--- src/rtl/usb_tx_controller.sv ---
// USB packet transmit sequencer: SYNC, PID, optional payload, then EOP, driving an external bit timer and shift register.
// Optional feature: define TX_CRC16_EN to append crc_lo/crc_hi after the payload of DATA0/DATA1 packets.
module usb_tx_controller #(
  parameter int MAX_DATA_BYTES = 64,
  parameter int EOP_BITS       = 2
) (
  input  logic       clk,
  input  logic       n_rst,
  input  logic       tx_start,
  input  logic [3:0] tx_pid,
  input  logic [6:0] buffer_occupancy,
  input  logic [7:0] tx_packet_data,
  input  logic       bit_strobe,
  input  logic       one_byte_time,
`ifdef TX_CRC16_EN
  input  logic [7:0] crc_lo,
  input  logic [7:0] crc_hi,
`endif
  output logic       timer_enable,
  output logic       timer_clear,
  output logic       load_en,
  output logic [7:0] load_data,
  output logic       get_tx_data,
  output logic       eop,
  output logic       tx_busy,
  output logic       tx_done,
  output logic       tx_error
);

  localparam logic [3:0] S_IDLE      = 4'd0;
  localparam logic [3:0] S_LOAD_SYNC = 4'd1;
  localparam logic [3:0] S_SEND_SYNC = 4'd2;
  localparam logic [3:0] S_LOAD_PID  = 4'd3;
  localparam logic [3:0] S_SEND_PID  = 4'd4;
  localparam logic [3:0] S_LOAD_DATA = 4'd5;
  localparam logic [3:0] S_SEND_DATA = 4'd6;
  localparam logic [3:0] S_EOP       = 4'd7;
  localparam logic [3:0] S_EOP_IDLE  = 4'd8;
  localparam logic [3:0] S_LOAD_CRC1 = 4'd9;
  localparam logic [3:0] S_SEND_CRC1 = 4'd10;
  localparam logic [3:0] S_LOAD_CRC2 = 4'd11;
  localparam logic [3:0] S_SEND_CRC2 = 4'd12;

  localparam int EW = (EOP_BITS < 2) ? 1 : $clog2(EOP_BITS);

  logic [3:0]    state_q, state_d;
  logic [3:0]    pid_q, pid_d;
  logic [6:0]    rem_q, rem_d;
  logic [EW-1:0] eop_cnt_q, eop_cnt_d;
  logic          tx_done_q, tx_done_d;
  logic          tx_error_q, tx_error_d;

  logic          is_data_pid;
  logic          too_big;
  logic [3:0]    data_tail;

  assign is_data_pid = (pid_q == 4'b0011) || (pid_q == 4'b1011);
  assign too_big     = int'(buffer_occupancy) > MAX_DATA_BYTES;

  // Where a DATA packet goes once the payload is exhausted.
`ifdef TX_CRC16_EN
  assign data_tail = S_LOAD_CRC1;
`else
  assign data_tail = S_EOP;
`endif

  always_comb begin
    state_d    = state_q;
    pid_d      = pid_q;
    rem_d      = rem_q;
    eop_cnt_d  = eop_cnt_q;
    tx_done_d  = 1'b0;
    tx_error_d = 1'b0;
    case (state_q)
      S_IDLE: begin
        if (tx_start) begin
          if (too_big) begin
            tx_error_d = 1'b1;
          end else begin
            pid_d     = tx_pid;
            rem_d     = buffer_occupancy;
            eop_cnt_d = '0;
            state_d   = S_LOAD_SYNC;
          end
        end
      end
      S_LOAD_SYNC: state_d = S_SEND_SYNC;
      S_SEND_SYNC: if (one_byte_time) state_d = S_LOAD_PID;
      S_LOAD_PID:  state_d = S_SEND_PID;
      S_SEND_PID: begin
        if (one_byte_time) begin
          if (!is_data_pid)       state_d = S_EOP;
          else if (rem_q != 7'd0) state_d = S_LOAD_DATA;
          else                    state_d = data_tail;
        end
      end
      S_LOAD_DATA: begin
        rem_d   = (rem_q != 7'd0) ? rem_q - 7'd1 : 7'd0;
        state_d = S_SEND_DATA;
      end
      S_SEND_DATA: begin
        if (one_byte_time) state_d = (rem_q != 7'd0) ? S_LOAD_DATA : data_tail;
      end
`ifdef TX_CRC16_EN
      S_LOAD_CRC1: state_d = S_SEND_CRC1;
      S_SEND_CRC1: if (one_byte_time) state_d = S_LOAD_CRC2;
      S_LOAD_CRC2: state_d = S_SEND_CRC2;
      S_SEND_CRC2: if (one_byte_time) state_d = S_EOP;
`endif
      S_EOP: begin
        if (bit_strobe) begin
          if (eop_cnt_q == EW'(EOP_BITS - 1)) begin
            eop_cnt_d = '0;
            state_d   = S_EOP_IDLE;
          end else begin
            eop_cnt_d = eop_cnt_q + 1'b1;
          end
        end
      end
      S_EOP_IDLE: begin
        if (bit_strobe) begin
          tx_done_d = 1'b1;
          state_d   = S_IDLE;
        end
      end
      default: state_d = S_IDLE;
    endcase
  end

  always_ff @(posedge clk or negedge n_rst) begin
    if (!n_rst) begin
      state_q    <= S_IDLE;
      pid_q      <= '0;
      rem_q      <= '0;
      eop_cnt_q  <= '0;
      tx_done_q  <= 1'b0;
      tx_error_q <= 1'b0;
    end else begin
      state_q    <= state_d;
      pid_q      <= pid_d;
      rem_q      <= rem_d;
      eop_cnt_q  <= eop_cnt_d;
      tx_done_q  <= tx_done_d;
      tx_error_q <= tx_error_d;
    end
  end

  // Outputs decode from state only; payload and CRC bytes pass straight through during their load cycle.
  always_comb begin
    timer_clear  = 1'b0;
    timer_enable = 1'b0;
    load_en      = 1'b0;
    get_tx_data  = 1'b0;
    eop          = 1'b0;
    load_data    = 8'h00;
    case (state_q)
      S_IDLE:      timer_clear = 1'b1;
      S_LOAD_SYNC: begin load_en = 1'b1; load_data = 8'h80; end
      S_LOAD_PID:  begin load_en = 1'b1; load_data = {~pid_q, pid_q}; end
      S_LOAD_DATA: begin load_en = 1'b1; get_tx_data = 1'b1; load_data = tx_packet_data; end
`ifdef TX_CRC16_EN
      S_LOAD_CRC1: begin load_en = 1'b1; load_data = crc_lo; end
      S_LOAD_CRC2: begin load_en = 1'b1; load_data = crc_hi; end
      S_SEND_CRC1, S_SEND_CRC2: timer_enable = 1'b1;
`endif
      S_SEND_SYNC, S_SEND_PID, S_SEND_DATA, S_EOP_IDLE: timer_enable = 1'b1;
      S_EOP:       begin timer_enable = 1'b1; eop = 1'b1; end
      default: ;
    endcase
  end

  assign tx_busy  = (state_q != S_IDLE);
  assign tx_done  = tx_done_q;
  assign tx_error = tx_error_q;

endmodule

--- config.mk ---
export PLATFORM = sky130hd
export DESIGN_NAME = usb_tx_controller
export DESIGN_NICKNAME = d
export VERILOG_FILES = /design/src/rtl/usb_tx_controller.sv
export SDC_FILE = /design/constraint.sdc
export NUM_CORES = 1
export LEC_CHECK = 0
export CAP_MARGIN = 20
export CORE_MARGIN = 2
export CORE_UTILIZATION = 54
export CTS_CLUSTER_DIAMETER = 40
export CTS_CLUSTER_SIZE = 40
export DETAILED_ROUTE_END_ITERATION = 7
export DONT_BUFFER_PORTS = 1
export PLACE_DENSITY_LB_ADDON = 0.2
export SYNTH_ARGS = -nofsm -noshare
export SYNTH_HDL_FRONTEND = slang
export SYNTH_SLANG_ARGS = --single-unit
--- constraint.sdc ---
create_clock -name clk -period 2 [get_ports clk]
set_input_delay 0.2 -clock clk [delete_from_list [all_inputs] [get_ports clk]]
set_output_delay 0.2 -clock clk [all_outputs]
set_load 0.005 [all_outputs]
==> results of run 1 <==
[cell type report]
cell class	instances	area, um2	area share
clock buffer	3	22.5	0.0169
multi-input combinational	109	697	0.523
tap	28	35.0	0.0263
inverter	9	33.8	0.0254
sequential	18	450	0.338
timing repair buffer	12	92.6	0.0695
[sequential cells by signal (all words and copies together) (netlist names)]
| name | flops |
|---|---|
| rem_q | 7 |
| tx_error | 1 |
| state_q | 4 |
| pid_q | 4 |
| eop_cnt_q | 1 |
| tx_done | 1 |
[what timing repair did]
| action | in CTS | in global routing |
|---|---|---|
| hold endpoints to repair | 18 | 0 |
| buffers inserted | 0 | 3 |
| hold buffers | 1 | 0 |
| setup endpoints to repair | 0 | 1 |
[logic make-up after synthesis]
family,share of synthesized area
AO/OA/AOI/OAI,0.201
XOR/XNOR,0.0141
adder cells (fa/ha/maj),0.0100
buffers and inverters,0.0793
flip-flops,0.361
multiplexers,0.0632
AND/OR/NAND/NOR,0.271
[how the worst min path moves through the flow]
stage / startpoint / end / slack [ns]
3_3_place_gp: n_rst / rem_q[6]$_DFFE_PN0P_ / -0.1
2_1_floorplan: n_rst / eop_cnt_q$_DFFE_PN0P_ / -0.1
3_5_place_dp: n_rst / rem_q[6]$_DFFE_PN0P_ / -0.1
5_1_grt: bit_strobe / state_q[3]$_DFFE_PN0P_ / 0.01
4_1_cts: bit_strobe / state_q[3]$_DFFE_PN0P_ / 0.02
6_report: bit_strobe / state_q[3]$_DFFE_PN0P_ / 0.03
[per-layer routing]
layer	wire [um]	share of wire
met2	1330	0.47
met1	1280	0.45
met5	0	0
met4	28	0.0098
met3	207	0.073
[synth_stat cells (2+ instances only)]
library cell / count / area (um2)
mux2_2: 3 / 33.8
inv_1: 8 / 30.0
o21ai_0: 3 / 15.0
or3b_2: 2 / 17.5
buf_6: 2 / 22.5
nand3_1: 6 / 30.0
nand4b_1: 2 / 17.5
nor2_1: 23 / 86.3
a22oi_1: 3 / 22.5
xnor2_1: 2 / 17.5
mux2_4: 3 / 45.0
and2_4: 2 / 17.5
o211ai_1: 2 / 15.0
or4_1: 2 / 15.0
clkbuf_1: 6 / 22.5
o221ai_1: 3 / 26.3
a31oi_1: 2 / 12.5
nand2b_1: 3 / 18.8
o31a_1: 2 / 17.5
nor2b_1: 2 / 12.5
a21oi_1: 12 / 60.1
nand4_1: 2 / 12.5
nand2_1: 11 / 41.3
nor3_1: 2 / 10.0
dfrtp_1: 18 / 450
[worst max-delay path: cells and delay by family (launching register included)]
family | cells | cell delay [ns]
mux | 1 | 0.35
buf+inv | 1 | 0.09
flops | 1 | 0.44
simple gates | 3 | 0.94
[power by group through the flow]
stage | Clock (W) | Sequential [W] | Combinational, W
2_1_floorplan | 0 | 0.000648 | 0.000854
3_3_place_gp | 0 | 0.000683 | 0.00102
3_5_place_dp | 0 | 0.000695 | 0.00104
4_1_cts | 0.000187 | 0.000685 | 0.00106
5_1_grt | 0.000199 | 0.000723 | 0.00120
6_report | 0.000180 | 0.000689 | 0.00106
[stage by stage]
step	worst slack, ns	utilization	power (W)	cell area [um2]	cells
after floorplan	0.00987	-	0.00150	1250	145
after global placement	0.131	0.583	0.00170	1280	172
after detailed placement	0.104	0.583	0.00174	1280	172
after CTS	0.0804	0.597	0.00193	1310	176
after global routing	0.0203	0.608	0.00212	1330	179
final	0.0788	0.608	0.00193	1330	179
[placed cells by master (no fill, tap or decap), types with 6 or more instances in the layout]
| cell type | Yosys | final |
|---|---|---|
| nor2_1 | 23 | 23 |
| a21oi_1 | 12 | 12 |
| nand3_1 | 6 | 6 |
| buf_4 | 0 | 11 |
| dfrtp_1 | 18 | 18 |
| inv_1 | 8 | 8 |
| nand2_1 | 11 | 11 |
==> results_dict.tcl, run 1 <==
set metrics [dict create \
    ctsRootBufferMaster "clkbuf_4" \
    worstPathMaxFanout 9 \
    power.switching_w 0.000839 \
    ys_ff_latch 18 \
    hold_violations 0 \
    antenna_found_initial 0 \
    dpl.hpwl_um 2150 \
    r2r_start "state_q[2]$_DFFE_PN0P_" \
    overflow 0 \
    fin_nets 178 \
    slowest_stage "or4_4" \
    use_met2 0.365 \
    max_stage_delay_ns 0.57 \
    synth_area_um2 1250 \
    ys_seq_area_frac 0.361 \
    ctsResizeCount 0 \
    setup_viol 0 \
    p_comb_frac 0.550 \
    cts_buffers 3 \
    wl_per_cell_um 15.9 \
    fp.dieH_um 52.0 \
    drive_gt1_frac 0.199 \
    max-vdd-ir-drop_mv 0.780 \
    finClkSkew_ns 0.00256 \
    clk_pin_slew_ns 0.10 \
    drt-initial-drc-count 26 \
    grt_util_met1 0.314 \
    via_per_inst 6.15 \
    grt_max_degree 19 \
    drv_slew 0 \
    worst_pin_slew_ns 0.816 \
    crit_chain "or4_4 -> inv_2 -> and2_4 -> and2_4 -> mux2_2" \
    die_x_um 52.0 \
    synth_ff_type "dfrtp_1" \
    critical_path_arrival_ns 2.11 \
    start_util 0.569 \
    boundaryPins 40 \
    port_buffers 0 \
    synthArstFlopShare 1.00 \
    hold_class "in -> reg" \
    outcome "finished clean" \
    cts_tree "built" \
    ant_nets 0 \
    p_int_w 0.00109 \
    p_leak_nw 0.572 \
    period_share 0.961 \
    num_antenna_cells 0 \
    syn2layout_area_growth_pct 6.83 \
    drtPass1Iterations 4 \
    ys.warnings.count 0 \
    core_area_um2 2190 \
    rr_worst_depth 5 \
    cts_buffer_depth 2 \
    cp_common_cell "and2_4" \
    synth_area_per_cell_um2 8.59 \
    finalSetupTns_ns 0 \
    crit_path_end "pid_q[3]$_DFFE_PN0P_" \
    grtUsageTotal 0.227 \
    r2r-end "pid_q[3]$_DFFE_PN0P_" \
    h-tree-depth 1 \
    grt_pass1_wl_um 4580 \
    fill_cells 197 \
    gp_congestion 0.826 \
    drc_errors 0 \
    synth_edf_count 0 \
    crit_required_ns 2.19 \
    syn_inst 145 \
    seqPwrFrac 0.357 \
    endpoint_kind "register" \
    cp-startpoint "state_q[2]$_DFFE_PN0P_" \
    cts.sinks 18 \
    die_area_um2 2710 \
    grt_util_met3 0.0431 \
    hold_ws_ns 0.0274 \
    finalCriticalPeriod_ns 1.92 \
    holdPathStages 1 \
    max_slew_margin 0.454 \
    syn-num-nets 170 \
    path_class "reg -> reg" \
    timing.fmax_ghz 0.521 \
    powerDensity_nw_per_um2 1450 \
    power.share.switching 0.435 \
    rows 17 \
    first_global_vias 999 \
    r2r_slack_ns 0.08 \
    ys_types 44 \
    rsz0062_at_grt "false" \
    insertion_delay_ns 0.29 \
    p_clk_frac 0.093 \
    wl_um 2850 \
    critPathLaunchType "register" \
    maxCapViolations 0 \
    vias 1100 \
    busiest_layer "met2" \
]
No activity file was read; power rests on OpenSTA's default activity.
==> run 2, diff against run 1 <==
CORE_ASPECT_RATIO = 0.9   (was not set)
PLACE_DENSITY = 0.84   (was not set)
PLACE_DENSITY_LB_ADDON = not set   (was 0.2)
==> run 2 against run 1 <==
Total power increased by 2.1%. Die area about the same. Combinational power increased by 4%. Critical path depth unchanged. Cell count decreased by 1.1%. Worst hold slack got worse by 0.0061 ns. First-iteration DRC count increased by 42%. Highest routed layer unchanged.
==> results_dict.tcl, run 2 (synthesis gave the netlist of run 1 again) <==
set metrics [dict create \
    clk_pin_slew_ns 0.11 \
    drtPass1Iterations 4 \
    vias 1137 \
    dpl.hpwl_um 2220 \
    reg.largest.list "rem_q: 7 flops, pid_q: 4 flops, state_q: 4 flops" \
    final_cells 177 \
    gp_congestion 0.889 \
    hold_violations 0 \
    cts_buffers 3 \
    grt_pass1_wl_um 4920 \
    overflow 0 \
    die_x_um 54.6 \
    port_buffers 0 \
    r2r_start "state_q[2]$_DFFE_PN0P_" \
    drive_gt1_frac 0.193 \
    path_class "reg -> reg" \
    cp_common_cell "and2_4" \
    num_antenna_cells 0 \
    post-route-util 0.608 \
    crit_required_ns 2.18 \
    worstHoldStart "bit_strobe" \
    max_slew_margin 0.429 \
    cts_tree "built" \
    slowest_stage "or4_4" \
    max-vdd-ir-drop_mv 0.895 \
    fp.dieH_um 49.6 \
    seq_area_um2 450 \
    via_per_inst 6.42 \
    critPathLaunchType "register" \
    setup_viol 0 \
    r2r_slack_ns 0.07 \
    hold_class "in -> reg" \
    ctsRootBufferMaster "clkbuf_4" \
    hold_path_end "tx_done$_DFF_PN0_" \
    max_flop_register "rem_q" \
    die_area_um2 2710 \
    h-tree-depth 1 \
    insertion_delay_ns 0.30 \
    timing.fmax_ghz 0.517 \
    syn2layout_area_growth_pct 6.53 \
    grt_max_degree 19 \
    rsz0062_at_grt "false" \
    critical_path_arrival_ns 2.12 \
    worst_pin_slew_ns 0.853 \
    grtUsageTotal 0.252 \
    cts_buffer_depth 2 \
    wl_per_cell_um 16.8 \
    rr_worst_depth 5 \
    drc_errors 0 \
    finalCriticalPeriod_ns 1.93 \
    final_common_cell "nor2_1" \
    antenna_found_initial 0 \
    wl_um 2980 \
    finalSetupTns_ns 0 \
    r2r-end "pid_q[3]$_DFFE_PN0P_" \
    powerDensity_nw_per_um2 1480 \
    worstPathMaxFanout 11 \
    max_stage_delay_ns 0.56 \
    start_util 0.571 \
    p_leak_nw 0.567 \
    period_share 0.967 \
    multiInputGateArea_um2 699 \
    drt-initial-drc-count 37 \
    post_cts_buffers 0 \
    fill_cells 195 \
    maxCapViolations 0 \
    endpoint_kind "register" \
    fin_nets 177 \
    first_global_vias 1096 \
    core_area_um2 2180 \
    rows 16 \
    dp_cells 172 \
    largest_reg_flops 7 \
    cts.sinks 18 \
    drv_slew 0 \
    crit_chain "or4_4 -> inv_2 -> and2_4 -> and2_4 -> mux2_2" \
    holdPathStages 2 \
    final_cell_mix "nor2_1 (23), dfrtp_1 (18), a21oi_1 (12), nand2_1 (11), buf_4 (9)" \
    finClkSkew_ns 0.0115 \
    boundaryPins 40 \
    outcome "finished clean" \
    power_w 0.00197 \
    ant_nets 0 \
]
-- run 2: what timing repair did --
item                       CTS  global route
setup endpoints to repair    0             3
hold endpoints to repair    18             1
hold buffers                 1             1
resized for setup            0             1
-- run 2: area by class of cell --
cell class | instances | share of cell area
flip-flops and latches | 18 | 0.339
clock buffers | 3 | 0.0170
repair buffers | 11 | 0.0660
inverters | 9 | 0.0254
multi-input cells | 109 | 0.527
well taps | 27 | 0.0254
-- run 2: through the flow --
stage               area [um2]  hold WS, ns  setup slack (ns)
floorplan                 1250      -0.0956           0.00987
CTS                       1320      0.00580            0.0723
finish                    1330       0.0213            0.0655
detailed placement        1280      -0.0951            0.0976
global route              1330       0.0175            0.0162
global placement          1280      -0.0952             0.136
-- run 2: how the worst max path moves through the flow --
stage	startpoint	slack, ns	endpoint
after floorplan	state_q[3]$_DFFE_PN0P_	0.01	pid_q[0]$_DFFE_PN0P_
after global placement	state_q[2]$_DFFE_PN0P_	0.14	pid_q[3]$_DFFE_PN0P_
after detailed placement	state_q[2]$_DFFE_PN0P_	0.1	pid_q[3]$_DFFE_PN0P_
after CTS	state_q[2]$_DFFE_PN0P_	0.07	pid_q[3]$_DFFE_PN0P_
after global routing	state_q[2]$_DFFE_PN0P_	0.02	pid_q[3]$_DFFE_PN0P_
final	state_q[2]$_DFFE_PN0P_	0.07	pid_q[3]$_DFFE_PN0P_
-- run 2: critical path: cells and delay by family, from the launching register on --
kind / cells / cell delay (ns)
buf+inv: 1 / 0.10
flops: 1 / 0.43
simple gates: 3 / 0.93
mux: 1 / 0.35
-- run 2: per-layer routing --
metal	vias to the layer above	track usage	routed length (um)
met5	-	0	0
met3	9	0.0788	182
met4	0	0.121	61
met2	40	0.375	1430
li1	533	-	-
met1	555	0.324	1300
-- run 2: power by group --
group | leakage [nW] | switching [W] | internal (W)
Sequential | 0.222 | 0.000168 | 0.000517
Combinational | 0.332 | 0.000586 | 0.000516
Clock | 0.0138 | 0.000112 | 0.0000702
==> run 3, diff against run 2 <==
GPL_TIMING_DRIVEN = 0   (was not set)
==> run 3 against run 2 <==
Die area stayed put. Utilization grew 1.9 points. Final area rose by 3.1%. Flip-flop and latch count is the same. Cell count up 3.4%. Sequential power about the same. First-iteration DRC count is 27% lower. Global-route usage down 2.3 points. Setup slack worse by 0.035 ns. Combinational power hardly changed. Clock skew up 0.0022 ns. Largest cell class unchanged. Largest power group unchanged. Highest routed layer unchanged.
==> results_dict.tcl, run 3 (synthesis gave the netlist of run 1 again) <==
set metrics [dict create \
    powerDensity_nw_per_um2 1420 \
    max_slew_margin 0.455 \
    first_global_vias 1037 \
    dpl.hpwl_um 2070 \
    power.share.switching 0.440 \
    overflow 0 \
    critPathLaunchType "register" \
    boundaryPins 40 \
    cts_tree "built" \
    crit_required_ns 2.18 \
    h-tree-depth 1 \
    fin_nets 183 \
    ctsRootBufferMaster "clkbuf_4" \
    endpoint_kind "register" \
    finalSetupTns_ns 0 \
    gp_congestion 0.815 \
    power.switching_w 0.000857 \
    fp.dieH_um 49.6 \
    syn2layout_area_growth_pct 9.84 \
    antenna_found_initial 0 \
    port_buffers 0 \
    finClkSkew_ns 0.0138 \
    critical_path_arrival_ns 2.15 \
    worst_pin_slew_ns 0.814 \
    hold_class "in -> reg" \
    p_clk_frac 0.095 \
    drtPass1Iterations 4 \
    final_common_cell "nor2_1" \
    insertion_delay_ns 0.30 \
    p_leak_nw 0.583 \
    cts_buffer_depth 2 \
    worstPathMaxFanout 6 \
    r2r_slack_ns 0.03 \
    seqPwrFrac 0.351 \
    period_share 0.985 \
    wl_um 2880 \
    reg.largest.list "rem_q: 7 flops, pid_q: 4 flops, state_q: 4 flops" \
    drt-initial-drc-count 27 \
    path_class "reg -> reg" \
    hold_violations 0 \
    maxCapViolations 0 \
    via_per_inst 6.17 \
    rr_worst_depth 6 \
    final_cell_mix "nor2_1 (23), dfrtp_1 (17), a21oi_1 (12), nand2_1 (11)" \
    rows 16 \
    setup_viol 0 \
    max-vdd-ir-drop_mv 0.781 \
    die_x_um 54.6 \
    max_flop_register "rem_q" \
    core_area_um2 2180 \
    final_cell_area_um2 1370 \
    start_util 0.571 \
    wl_per_cell_um 15.7 \
    p_comb_frac 0.554 \
    fill_cells 193 \
    cts_buffers 3 \
    grtUsageTotal 0.228 \
    worstHoldStart "bit_strobe" \
    drv_slew 0 \
    num_antenna_cells 0 \
    timing.fmax_ghz 0.508 \
    r2r-end "pid_q[2]$_DFFE_PN0P_" \
    largest_reg_flops 7 \
    vias 1129 \
    outcome "finished clean" \
    multiInputGateArea_um2 701 \
    place_area_um2 1280 \
    drc_errors 0 \
    hold_path_end "tx_done$_DFF_PN0_" \
    r2r_start "state_q[3]$_DFFE_PN0P_" \
    die_area_um2 2710 \
    holdPathStages 2 \
    drive_gt1_frac 0.192 \
    p_int_w 0.00109 \
    seq_area_um2 452 \
    grt_max_degree 19 \
    clk_pin_slew_ns 0.11 \
    finalCriticalPeriod_ns 1.97 \
    grt_pass1_wl_um 4550 \
    cts.sinks 18 \
    ant_nets 0 \
]
==> run 3: cell count changes in the layout (fill, tap and decap cells not counted), sizes merged <==
cell / before / now
clkbuf: 3 / 9
==> run 3: layout make-up <==
cell class | count | area share
inverter | 9 | 0.0265
clock buffer | 3 | 0.0165
multi-input combinational | 109 | 0.512
sequential | 18 | 0.330
buffer | 7 | 0.0320
tap | 27 | 0.0247
timing repair buffer | 10 | 0.0585
==> run 3: layer usage <==
metal / part of all wire / GRT usage / up-vias
met5: 0 / 0 / -
met4: 0.011 / 0.0542 / 0
met3: 0.058 / 0.0727 / 4
met2: 0.48 / 0.339 / 39
met1: 0.45 / 0.319 / 538
li1: - / - / 548
==> run 3: how the worst max path moves through the flow <==
| stage | slack (ns) | start | to |
|---|---|---|---|
| finish | 0.03 | state_q[3]$_DFFE_PN0P_ | pid_q[2]$_DFFE_PN0P_ |
| global route | -0.01 | state_q[2]$_DFFE_PN0P_ | load_data[5] |
| CTS | 0.006 | state_q[2]$_DFFE_PN0P_ | pid_q[2]$_DFFE_PN0P_ |
| detailed placement | -0.10 | state_q[3]$_DFFE_PN0P_ | pid_q[1]$_DFFE_PN0P_ |
| global placement | -0.09 | state_q[3]$_DFFE_PN0P_ | pid_q[1]$_DFFE_PN0P_ |
| floorplan | 0.01 | state_q[3]$_DFFE_PN0P_ | pid_q[0]$_DFFE_PN0P_ |
==> run 3: per-stage QoR <==
stage	power (W)	hold slack, ns	cells	utilization	setup WS [ns]
finish	0.00195	0.0157	183	0.627	0.0301
detailed placement	0.00169	-0.0952	172	0.587	-0.104
CTS	0.00194	0.0150	184	0.631	0.00585
floorplan	0.00150	-0.0956	145	-	0.00987
global placement	0.00164	-0.0951	172	0.587	-0.0889
global route	0.00214	0.0129	183	0.627	-0.0142
==> run 3: repair_timing <==
item,4_1_cts,5_1_grt
endpoints found under the hold margin,19,0
setup endpoints to repair,4,12
hold buffers,2,0
pin swaps,1,2
resized for setup,1,5
buffers inserted,7,1
==> run 3: critical path: stages (launching register included) <==
cell     delay (ns)
dfrtp_1        0.43
or4_4          0.60
inv_4          0.09
and2_4         0.17
and2_4         0.17
buf_12         0.11
mux2_4         0.29
==> run 3: power groups by stage <==
stage               combinational, W  clock, W  sequential [W]
floorplan                   0.000854         0        0.000648
global placement            0.000961         0        0.000684
detailed placement           0.00100         0        0.000692
CTS                          0.00108  0.000188        0.000669
global route                 0.00122  0.000206        0.000708
finish                       0.00108  0.000185        0.000684
